[src/rtl/nexys_io_pkg.sv]
// Shared constants and parameter sanity check for the switch/LED board front end.
package nexys_io_pkg;

  localparam int   DEBOUNCE_DEFAULT    = 100000;
  localparam int   SYNC_STAGES_DEFAULT = 2;
  localparam logic LED_RESET           = 1'b0;

  function automatic bit params_ok(input int width, input int sync_stages,
                                   input int debounce_cycles);
    return (width >= 32'sd1) && (sync_stages >= 32'sd2) && (debounce_cycles >= 32'sd1);
  endfunction

endpackage

[src/rtl/nexys_switch_led_ctrl_if.sv]
// Pin-side bundle of the switch/LED front end; slave modport is the controller's view.
interface nexys_switch_led_ctrl_if #(
  parameter int WIDTH = 4
);

  logic [WIDTH-1:0] swt_i;
  logic             btn_i;
  logic             hold_i;
  logic [WIDTH-1:0] led_o;
  logic             btn_pulse_o;
  logic             swt_change_o;

  modport master (
    output swt_i, btn_i, hold_i,
    input  led_o, btn_pulse_o, swt_change_o
  );

  modport slave (
    input  swt_i, btn_i, hold_i,
    output led_o, btn_pulse_o, swt_change_o
  );

endinterface

[src/rtl/input_debouncer.sv]
// One asynchronous pin: multi-flop synchroniser followed by a consecutive-sample debouncer.
module input_debouncer
  import nexys_io_pkg::*;
#(
  parameter int SYNC_STAGES     = SYNC_STAGES_DEFAULT,
  parameter int DEBOUNCE_CYCLES = DEBOUNCE_DEFAULT
) (
  input  logic clk,
  input  logic rst_n,
  input  logic din,
  output logic dout
);

  localparam int                 CNT_W    = $clog2(DEBOUNCE_CYCLES + 1);
  localparam logic [CNT_W-1:0]   CNT_LAST = CNT_W'(DEBOUNCE_CYCLES - 1);

  if (!params_ok(32'sd1, SYNC_STAGES, DEBOUNCE_CYCLES)) begin : g_param_err
    $error("input_debouncer: SYNC_STAGES must be >= 2 and DEBOUNCE_CYCLES >= 1");
  end

  logic [SYNC_STAGES-1:0] sync_q;
  logic                   s_s;
  logic                   stable_q, stable_d;
  logic [CNT_W-1:0]       cnt_q, cnt_d;

  assign s_s = sync_q[SYNC_STAGES-1];

  // Any sample agreeing with the accepted value restarts the run count.
  always_comb begin
    stable_d = stable_q;
    cnt_d    = cnt_q;
    if (s_s != stable_q) begin
      if (cnt_q == CNT_LAST) begin
        stable_d = s_s;
        cnt_d    = {CNT_W{1'b0}};
      end else begin
        cnt_d    = cnt_q + CNT_W'(1);
      end
    end else begin
      cnt_d = {CNT_W{1'b0}};
    end
  end

  // Synchroniser chain, run counter and accepted value.
  always_ff @(posedge clk or negedge rst_n) begin
    if (!rst_n) begin
      sync_q   <= {SYNC_STAGES{1'b0}};
      stable_q <= 1'b0;
      cnt_q    <= {CNT_W{1'b0}};
    end else begin
      sync_q   <= {sync_q[SYNC_STAGES-2:0], din};
      stable_q <= stable_d;
      cnt_q    <= cnt_d;
    end
  end

  assign dout = stable_q;

endmodule

[src/rtl/nexys_switch_led_ctrl.sv]
// Board I/O front end: debounced switches drive LEDs, with blank button, freeze and
// change/press pulses for downstream logic.
module nexys_switch_led_ctrl
  import nexys_io_pkg::*;
#(
  parameter int WIDTH           = 4,
  parameter int SYNC_STAGES     = SYNC_STAGES_DEFAULT,
  parameter int DEBOUNCE_CYCLES = DEBOUNCE_DEFAULT
) (
  input  logic                   clk,
  input  logic                   rst_n,
  nexys_switch_led_ctrl_if.slave io
);

  if (!params_ok(WIDTH, SYNC_STAGES, DEBOUNCE_CYCLES)) begin : g_param_err
    $error("nexys_switch_led_ctrl: WIDTH >= 1, SYNC_STAGES >= 2, DEBOUNCE_CYCLES >= 1");
  end

  logic [WIDTH-1:0] swt_db_s;
  logic             btn_db_s;

  for (genvar i = 0; i < WIDTH; i++) begin : g_swt
    input_debouncer #(
      .SYNC_STAGES     (SYNC_STAGES),
      .DEBOUNCE_CYCLES (DEBOUNCE_CYCLES)
    ) u_swt_db (
      .clk   (clk),
      .rst_n (rst_n),
      .din   (io.swt_i[i]),
      .dout  (swt_db_s[i])
    );
  end

  input_debouncer #(
    .SYNC_STAGES     (SYNC_STAGES),
    .DEBOUNCE_CYCLES (DEBOUNCE_CYCLES)
  ) u_btn_db (
    .clk   (clk),
    .rst_n (rst_n),
    .din   (io.btn_i),
    .dout  (btn_db_s)
  );

  logic [WIDTH-1:0] led_q, led_d;
  logic [WIDTH-1:0] swt_db_q;
  logic             btn_db_q;
  logic             btn_pulse_q, btn_pulse_d;
  logic             swt_change_q, swt_change_d;

  // Blanking beats freeze, so releasing the button under hold keeps the LEDs dark.
  always_comb begin
    if (btn_db_s) begin
      led_d = {WIDTH{1'b0}};
    end else if (io.hold_i) begin
      led_d = led_q;
    end else begin
      led_d = swt_db_s;
    end
    btn_pulse_d  = btn_db_s & ~btn_db_q;
    swt_change_d = |(swt_db_s ^ swt_db_q);
  end

  // Output registers and the delayed debounced copies used for edge detection.
  always_ff @(posedge clk or negedge rst_n) begin
    if (!rst_n) begin
      led_q        <= {WIDTH{LED_RESET}};
      swt_db_q     <= {WIDTH{1'b0}};
      btn_db_q     <= 1'b0;
      btn_pulse_q  <= 1'b0;
      swt_change_q <= 1'b0;
    end else begin
      led_q        <= led_d;
      swt_db_q     <= swt_db_s;
      btn_db_q     <= btn_db_s;
      btn_pulse_q  <= btn_pulse_d;
      swt_change_q <= swt_change_d;
    end
  end

  assign io.led_o        = led_q;
  assign io.btn_pulse_o  = btn_pulse_q;
  assign io.swt_change_o = swt_change_q;

endmodule

[src/flat_wrapper.sv]
// flat-port wrapper written by rule: the top's interface ports become plain ports
module nexys_switch_led_ctrl_flat import nexys_io_pkg::*;
#(
  parameter int WIDTH           = 4,
  parameter int SYNC_STAGES     = SYNC_STAGES_DEFAULT,
  parameter int DEBOUNCE_CYCLES = DEBOUNCE_DEFAULT
)
  (clk, rst_n, io_swt_i, io_btn_i, io_hold_i, io_led_o, io_btn_pulse_o, io_swt_change_o);
  nexys_switch_led_ctrl_if #(.WIDTH(WIDTH)) io_i ();
  input  logic clk;
  input  logic rst_n;
  input wire logic [$bits(io_i.swt_i)-1:0] io_swt_i;
  input wire logic [$bits(io_i.btn_i)-1:0] io_btn_i;
  input wire logic [$bits(io_i.hold_i)-1:0] io_hold_i;
  output wire logic [$bits(io_i.led_o)-1:0] io_led_o;
  output wire logic [$bits(io_i.btn_pulse_o)-1:0] io_btn_pulse_o;
  output wire logic [$bits(io_i.swt_change_o)-1:0] io_swt_change_o;
  assign io_i.swt_i = io_swt_i;
  assign io_i.btn_i = io_btn_i;
  assign io_i.hold_i = io_hold_i;
  assign io_led_o = io_i.led_o;
  assign io_btn_pulse_o = io_i.btn_pulse_o;
  assign io_swt_change_o = io_i.swt_change_o;
  nexys_switch_led_ctrl #(.WIDTH(WIDTH), .SYNC_STAGES(SYNC_STAGES), .DEBOUNCE_CYCLES(DEBOUNCE_CYCLES)) u_core (.clk(clk), .rst_n(rst_n), .io(io_i));
endmodule
[config.mk]
export PLATFORM = sky130hd
export DESIGN_NAME = nexys_switch_led_ctrl_flat
export DESIGN_NICKNAME = d
export VERILOG_FILES = /design/src/rtl/nexys_io_pkg.sv /design/src/rtl/nexys_switch_led_ctrl_if.sv /design/src/rtl/input_debouncer.sv /design/src/rtl/nexys_switch_led_ctrl.sv /design/src/flat_wrapper.sv
export SDC_FILE = /design/constraint.sdc
export NUM_CORES = 1
export LEC_CHECK = 0
export ABC_AREA = 0
export BUFFER_PORTS_ARGS = -buffer_cell sky130_fd_sc_hd__buf_2
export CAP_MARGIN = 20
export CORE_ASPECT_RATIO = 0.7
export CORE_UTILIZATION = 40
export DETAILED_ROUTE_END_ITERATION = 6
export GPL_ROUTABILITY_DRIVEN = 0
export HOLD_SLACK_MARGIN = 0.03
export PLACE_DENSITY = 0.62
export SYNTH_ARGS = -nofsm -noshare
export SYNTH_HDL_FRONTEND = slang
export SYNTH_HIERARCHICAL = 1
export SYNTH_SLANG_ARGS = --single-unit
[constraint.sdc]
create_clock -name clk -period 3.65 [get_ports clk]
set_input_delay 0.365 -clock clk [delete_from_list [all_inputs] [get_ports clk]]
set_output_delay 0.365 -clock clk [all_outputs]
set_load 0.005 [all_outputs]
==> results of run 1 <==
## per-layer routing
layer,vias up,track usage [%]
li1,1683,-
met1,1636,22.3
met2,60,22.6
met3,11,4.74
met4,0,3.80
met5,-,0
## area by class of cell
| class | instances | area (µm²) | area share (%) |
|---|---|---|---|
| clock inverters | 7 | 113 | 2.01 |
| inverters | 15 | 56.3 | 1.00 |
| flip-flops and latches | 111 | 2780 | 49.6 |
| multi-input cells | 339 | 2150 | 38.4 |
| well taps | 157 | 196 | 3.50 |
| clock buffers | 9 | 225 | 4.02 |
| repair buffers | 15 | 82.6 | 1.47 |
## worst register-to-register path: cells and delay by family, from the launching register on
family          cells  cell delay [ns]
simple gates        3             0.97
compound gates      1             0.43
flops               1             0.44
## registers in the layout (all words and copies together), names as in the netlist
register	count
u_core/io.swt_change_o	1
u_core/g_swt.u_swt_db/cnt_q	68
u_core/g_swt.u_swt_db/dout	4
u_core/io.btn_pulse_o	1
u_core/u_btn_db/dout	1
u_core/u_btn_db/cnt_q	17
u_core/btn_db_q	1
u_core/u_btn_db/sync_q	2
u_core/g_swt.u_swt_db/sync_q	8
u_core/io.led_o	4
u_core/swt_db_q	4
## where the power goes
group          switching (mW)  internal, mW  total, mW  leakage (nW)
Combinational          0.0561        0.0232     0.0793         0.590
Sequential             0.0207          1.25       1.27          1.52
Clock                   0.467         0.617       1.08         0.161
Total                   0.544          1.89       2.43          2.27
## per-stage QoR
step | utilization, % | cell area (µm²) | power (mW) | worst slack, ns | instances
after floorplan | - | 5070 | 1.34 | 1.91 | 471
after global placement | 43.8 | 5270 | 1.37 | 1.76 | 637
after detailed placement | 43.8 | 5270 | 1.37 | 1.69 | 637
after CTS | 46.7 | 5610 | 2.47 | 1.68 | 653
after global routing | 46.7 | 5610 | 2.53 | 1.56 | 653
final | 46.7 | 5610 | 2.43 | 1.69 | 653
## cells in the final DEF, fill, tap and decap left out, types with 9 or more instances in the layout
master     instances
dfrtp_1          111
nor2_1            94
xnor2_1           64
nand4_1           31
nand3_1           25
nor4_1            25
nand2_1           20
nor3_1            20
xor2_1            20
inv_1             15
buf_2             12
clkbuf_16          9
## cell families (layout without fill, tap and decap cells)
logic type / after synthesis / in the layout / synth area share, %
and+or+nand+nor: 236 / 236 / 23.7
buffers and inverters: 21 / 46 / 2.69
xor gates and xnor gates: 84 / 84 / 14.5
adders and majority gates: 5 / 5 / 1.23
muxes: 9 / 9 / 1.90
AOI/OAI and AO/OA: 5 / 5 / 1.11
DFF: 111 / 111 / 54.8
## final timing paths
path | cells past startpoint | slack (ns) | start | to
worst max-delay path | 4 | 1.69 | u_core/g_swt[0].u_swt_db/cnt_q[13] | u_core/g_swt[0].u_swt_db/cnt_q[6]
worst min-delay path | 1 | 0.02 | rst_n | u_core/g_swt[0].u_swt_db/cnt_q[14]
worst max register to register | 4 | 1.69 | u_core/g_swt[0].u_swt_db/cnt_q[13] | u_core/g_swt[0].u_swt_db/cnt_q[6]
worst min register to register | 0 | 0.35 | u_core/g_swt[0].u_swt_db/sync_q[0] | u_core/g_swt[0].u_swt_db/sync_q[1]
max in group asynchronous | 2 | 2.74 | rst_n | u_core/g_swt[2].u_swt_db/cnt_q[16]
min in group clk | 1 | 0.11 | io_swt_i[3] | u_core/g_swt[3].u_swt_db/sync_q[0]
==> metrics.yaml, run 1 <==
synth-seq-cells: 111
starting_utilization_of_the_core_area_pct: 42.2
timing.fmax_ghz: 0.511
mappedNetlistNets: 484
worst_path_max_stage_delay_ns: 0.56
setup_tns_ns: 0
synth.top_cell.area_share_pct: 54.8
synthFlopType: "dfrtp_1"
drive_above_1_share_pct: 9.27
cp.buffers_inverters: 0
worst_path_max_delay_cell: "or4b_1"
clkLatencyLatePin_ns: 0.35
synth_seq_area_share_pct: 54.8
cts.hold.buffers_added: 0
timing.critical_path.required_ns: 3.88
largest_area_contributor_in_the_synthesized_netlist: "dfrtp_1"
cts-htree-levels: 3
critical-path-top-delay-family: "simple AND/OR/NAND/NOR gates"
finalMaxSlewViolations: 0
hpwl_um: 6160
n_antenna_cell: 0
status: "finished clean"
wl_met3_um: 374
timing.hold.ws_ns: 0.0221
syn_area_per_cell_um2: 10.8
synth.cell_area_um2: 5070
highest_net_fanout_along_the_worst_path: 16
chipHeight_um: 96.2
leakage_nw: 2.27
cts_root_buffer: "clkbuf_16"
relSlewSlack_pct: 58.0
powerDensity_nw_per_um2: 434
actual_transition_at_the_worst_max_transition_pin_ns: 0.630
drv.max_cap_violation_count: 0
vias_in_the_first_global_route: 3225
route.vias.total: 3390
remaining_drc_errors: 0
numClockSinks: 111
die_w_um: 137
clock_tree.buffer_depth: 2
final_antenna_net_count: 0
grt_start_max_net_pins: 51
worstPathArrival_ns: 2.18
routed_wirelength_um: 9040
via_per_inst: 5.19
floorplan.rows: 33
postCtsSetupBuffers: 0
flow.area_growth_from_synthesis_pct: 10.6
design.final.nets: 504
timing.critical_path.from_type: "flop"
crit_path_cell_trace: "or4b_1 > nor4_2 > a41o_2 > nor2_1"
highest_layer: "met4"
worst_ir_drop_vdd_uv: 234
first_pass_iters: 4
period_share_pct: 53.6
synth_cell_type_count: 21
wire_length_of_the_first_global_routing_pass_um: 15700
rsz0062_at_grt: "no"
fin_worst_skew_ns: 0.00942
die_area_um2: 13100
numPortBuffers: 13
hold_path.class: "in -> async"
synthMostInstantiatedCell: "dfrtp_1"
finalSetupViolations: 0
floorplan.core_area_um2: 12000
synth-warning-count: 6
grt_remaining_overflow: 0
post_cts.resized_instances: 0
boundaryPins: 14
detailroute.wirelength.met2_um: 3870
final_routed_wire_length_divided_by_cell_count_um: 13.8
drtIter0Drc: 268
grt_use_total_pct: 15.5
grt_antenna_before_repair: 0
cts_tree: "built"
synth_edf_count: 0
filler_cell_count: 1092
synth.cells.most_frequent: "dfrtp_1, nor2_1, xnor2_1, nand4_1"
syn_inst: 471
finalHoldViolCount: 0
ys_async_sr_fraction_pct: 100
cts_made_buffers: 9
synth.top_cells.by_area: "dfrtp_1, xnor2_1, nor2_1, nand4_1, xor2_1"
worst_setup_path_end_kind: "flop"
finalCriticalPeriod_ns: 1.96
met1_length_um: 4710
setup.worst_path.class: "reg -> reg"
clk_pin_slew_ns: 0.08
(Power assumes the default switching activity.)
==> inputs of run 2 (changes only) <==
==> constraint.sdc (replaced) <==
create_clock -name clk -period 2 [get_ports clk]
set_input_delay 0.2 -clock clk [delete_from_list [all_inputs] [get_ports clk]]
set_output_delay 0.2 -clock clk [all_outputs]
set_load 0.005 [all_outputs]
==> run 2 against run 1 <==
Net effect: sequential cell count did not move; die area unchanged; hold slack improved by 0.17 ns; fmax rose by 3.0%; largest cell class unchanged; core utilization is 0.85 points higher; clock skew down 0.0014 ns; combinational power increased by 100%; wire length fell by 3.4%; total power increased by 77%; global-route usage shrank 0.66 points; clock-buffer cell count is 1 higher.
==> metrics.yaml, run 2 (same netlist as run 1, synthesis figures left out) <==
vias_in_the_first_global_route: 3244  # was 3,225
top_regs: "u_core/g_swt.u_swt_db/cnt_q x68, u_core/u_btn_db/cnt_q x17, u_core/g_swt.u_swt_db/sync_q x8"  # unchanged
detailroute.wirelength.met2_um: 3840  # was 3870 µm
p_total_mw: 4.29  # was 2.43 mW
drtIter0Drc: 168  # was 268
final_antenna_net_count: 0  # unchanged
design.final.nets: 512  # was 504
cts_tree: "built"  # unchanged
leakage_nw: 2.30  # was 2.27 nW
timing.critical_path.from_type: "flop"  # unchanged
route.vias.total: 3388  # was 3,390
setup.worst_path.class: "reg -> reg"  # unchanged
chipHeight_um: 96.2  # unchanged
setup_tns_ns: 0  # unchanged
cts-htree-levels: 3  # unchanged
seq_power_share_pct: 53.9  # was 52.2%
cts_made_buffers: 9  # unchanged
finalSetupViolations: 0  # unchanged
worstPathArrival_ns: 2.13  # was 2.18 ns
rsz0062_at_grt: "no"  # unchanged
wire_length_of_the_first_global_routing_pass_um: 15200  # was 15,700 µm
numPortBuffers: 13  # unchanged
clkLatencyLatePin_ns: 0.34  # was 0.35 ns
largest_register: "u_core/g_swt.u_swt_db/cnt_q"  # unchanged
drive_above_1_share_pct: 9.33  # was 9.27%
postLayoutCellArea_um2: 5710  # was 5610 µm²
internal-power_mw: 3.32  # was 1.89 mW
flow.area_growth_from_synthesis_pct: 12.6  # was 10.6%
timing.critical_path.required_ns: 2.23  # was 3.88 ns
remaining_drc_errors: 0  # unchanged
placed_instance_area_um2: 5300  # was 5270 µm²
comb_power_share_pct: 3.7  # was 3.3%
finalNonFillerCells: 661  # was 653
final.setup.worst_slack_ns: 0.0995  # was 1.69 ns
power.share.switching_pct: 22.6  # was 22.4%
finalHoldViolCount: 0  # unchanged
final_routed_wire_length_divided_by_cell_count_um: 13.2  # was 13.8 µm
routed_wirelength_um: 8740  # was 9040 µm
met1_length_um: 4550  # was 4710 µm
timing.fmax_ghz: 0.526  # was 0.511 GHz
timing.hold.ws_ns: 0.196  # was 0.0221 ns
powerDensity_nw_per_um2: 752  # was 434 nW/µm²
finalCriticalPeriod_ns: 1.90  # was 1.96 ns
largest_register_ff_count: 68  # unchanged
final_core_util_pct: 47.5  # was 46.7%
period_share_pct: 95.0  # was 53.6%
postCtsSetupBuffers: 0  # unchanged
final_cell_mix: "dfrtp_1, nor2_1, xnor2_1"  # unchanged
hold_path.class: "in -> reg"  # was in -> async
n_antenna_cell: 0  # unchanged
filler_cell_count: 1074  # was 1,092
multi_input_area_um2: 2200  # was 2150 µm²
grt_remaining_overflow: 0  # unchanged
seq_area_um2: 2780  # unchanged
wl_met3_um: 240  # was 374 µm
die_area_um2: 13100  # unchanged
via_per_inst: 5.13  # was 5.19
first_pass_iters: 4  # unchanged
grt_start_max_net_pins: 112  # was 51
floorplan.rows: 33  # unchanged
actual_transition_at_the_worst_max_transition_pin_ns: 0.600  # was 0.630 ns
worst_setup_path_end_kind: "flop"  # unchanged
fin_worst_skew_ns: 0.00803  # was 0.00942 ns
grt_antenna_before_repair: 0  # unchanged
clock_power_share_pct: 42.4  # was 44.6%
die_w_um: 137  # unchanged
hpwl_um: 5830  # was 6160 µm
grt_use_total_pct: 14.8  # was 15.5%
drv.max_cap_violation_count: 0  # unchanged
finalMaxSlewViolations: 0  # unchanged
clk_pin_slew_ns: 0.07  # was 0.08 ns
boundaryPins: 14  # unchanged
sw_power_mw: 0.969  # was 0.544 mW
highest_layer: "met4"  # unchanged
place_inst: 639  # was 637
cts_root_buffer: "clkbuf_16"  # unchanged
placement.setup.worst_slack_ns: 0.0511  # was 1.69 ns
clock_tree.buffer_depth: 2  # unchanged
status: "finished clean"  # unchanged
worst_ir_drop_vdd_uv: 510  # was 234 µV
starting_utilization_of_the_core_area_pct: 42.2  # unchanged
highest_net_fanout_along_the_worst_path: 16  # unchanged
final_common_cell: "dfrtp_1"  # unchanged
relSlewSlack_pct: 60.0  # was 58.0%
floorplan.core_area_um2: 12000  # unchanged
numClockSinks: 111  # unchanged
run 2: changes by cell type in the layout (fill, tap and decap cells not counted), sizes merged:
| cell | before | now |
|---|---|---|
| buf | 15 | 17 |
| dlygate4sd3 | 0 | 6 |
| clkbuf | 9 | 10 |
| bufinv | 2 | 1 |
run 2: path summary, 6_finish.rpt:
kind	start	endpoint	slack [ns]	cells after the start
min in group asynchronous	rst_n	u_core/g_swt[0].u_swt_db/cnt_q[13]	0.43	3
setup reg to reg	u_core/g_swt[0].u_swt_db/cnt_q[13]	u_core/g_swt[0].u_swt_db/cnt_q[6]	0.1	4
max in group asynchronous	rst_n	u_core/g_swt[2].u_swt_db/cnt_q[12]	1.08	3
hold reg to reg	u_core/g_swt[2].u_swt_db/sync_q[0]	u_core/g_swt[2].u_swt_db/sync_q[1]	0.35	0
setup / recovery	u_core/g_swt[0].u_swt_db/cnt_q[13]	u_core/g_swt[0].u_swt_db/cnt_q[6]	0.1	4
hold / removal	io_hold_i	u_core/io.led_o[2]	0.20	3
run 2: layout make-up:
cell class | count | share of cell area (%)
multi-input cells | 339 | 38.6
inverters | 15 | 0.986
repair buffers | 23 | 2.98
clock buffers | 10 | 4.01
well taps | 157 | 3.44
flip-flops and latches | 111 | 48.7
clock inverters | 6 | 1.32
run 2: power by group through the flow:
stage                     Sequential [mW]  Clock (mW)  Combinational (mW)
after floorplan                      2.35           0              0.0925
after global placement               2.36           0               0.148
after detailed placement             2.36           0               0.151
after CTS                            2.31        1.87               0.160
after global routing                 2.32        1.97               0.185
final                                2.31        1.82               0.159
run 2: metal layers:
| layer | up-vias | global-route usage (%) |
|---|---|---|
| met2 | 33 | 22.5 |
| met1 | 1651 | 20.8 |
| met3 | 10 | 3.79 |
| met5 | - | 0 |
| met4 | 0 | 4.44 |
| li1 | 1694 | - |
run 2: critical path, stage by stage (launching register included):
cell     delay (ns)
dfrtp_1        0.44
or4b_1         0.57
nor4_2         0.32
a41o_4         0.37
nor2_1         0.08
run 2: timing repair:
item,in CTS,in global routing
hold buffers,6,0
resized for setup,0,5
endpoints found under the setup margin,0,47
hold endpoints to repair,116,0
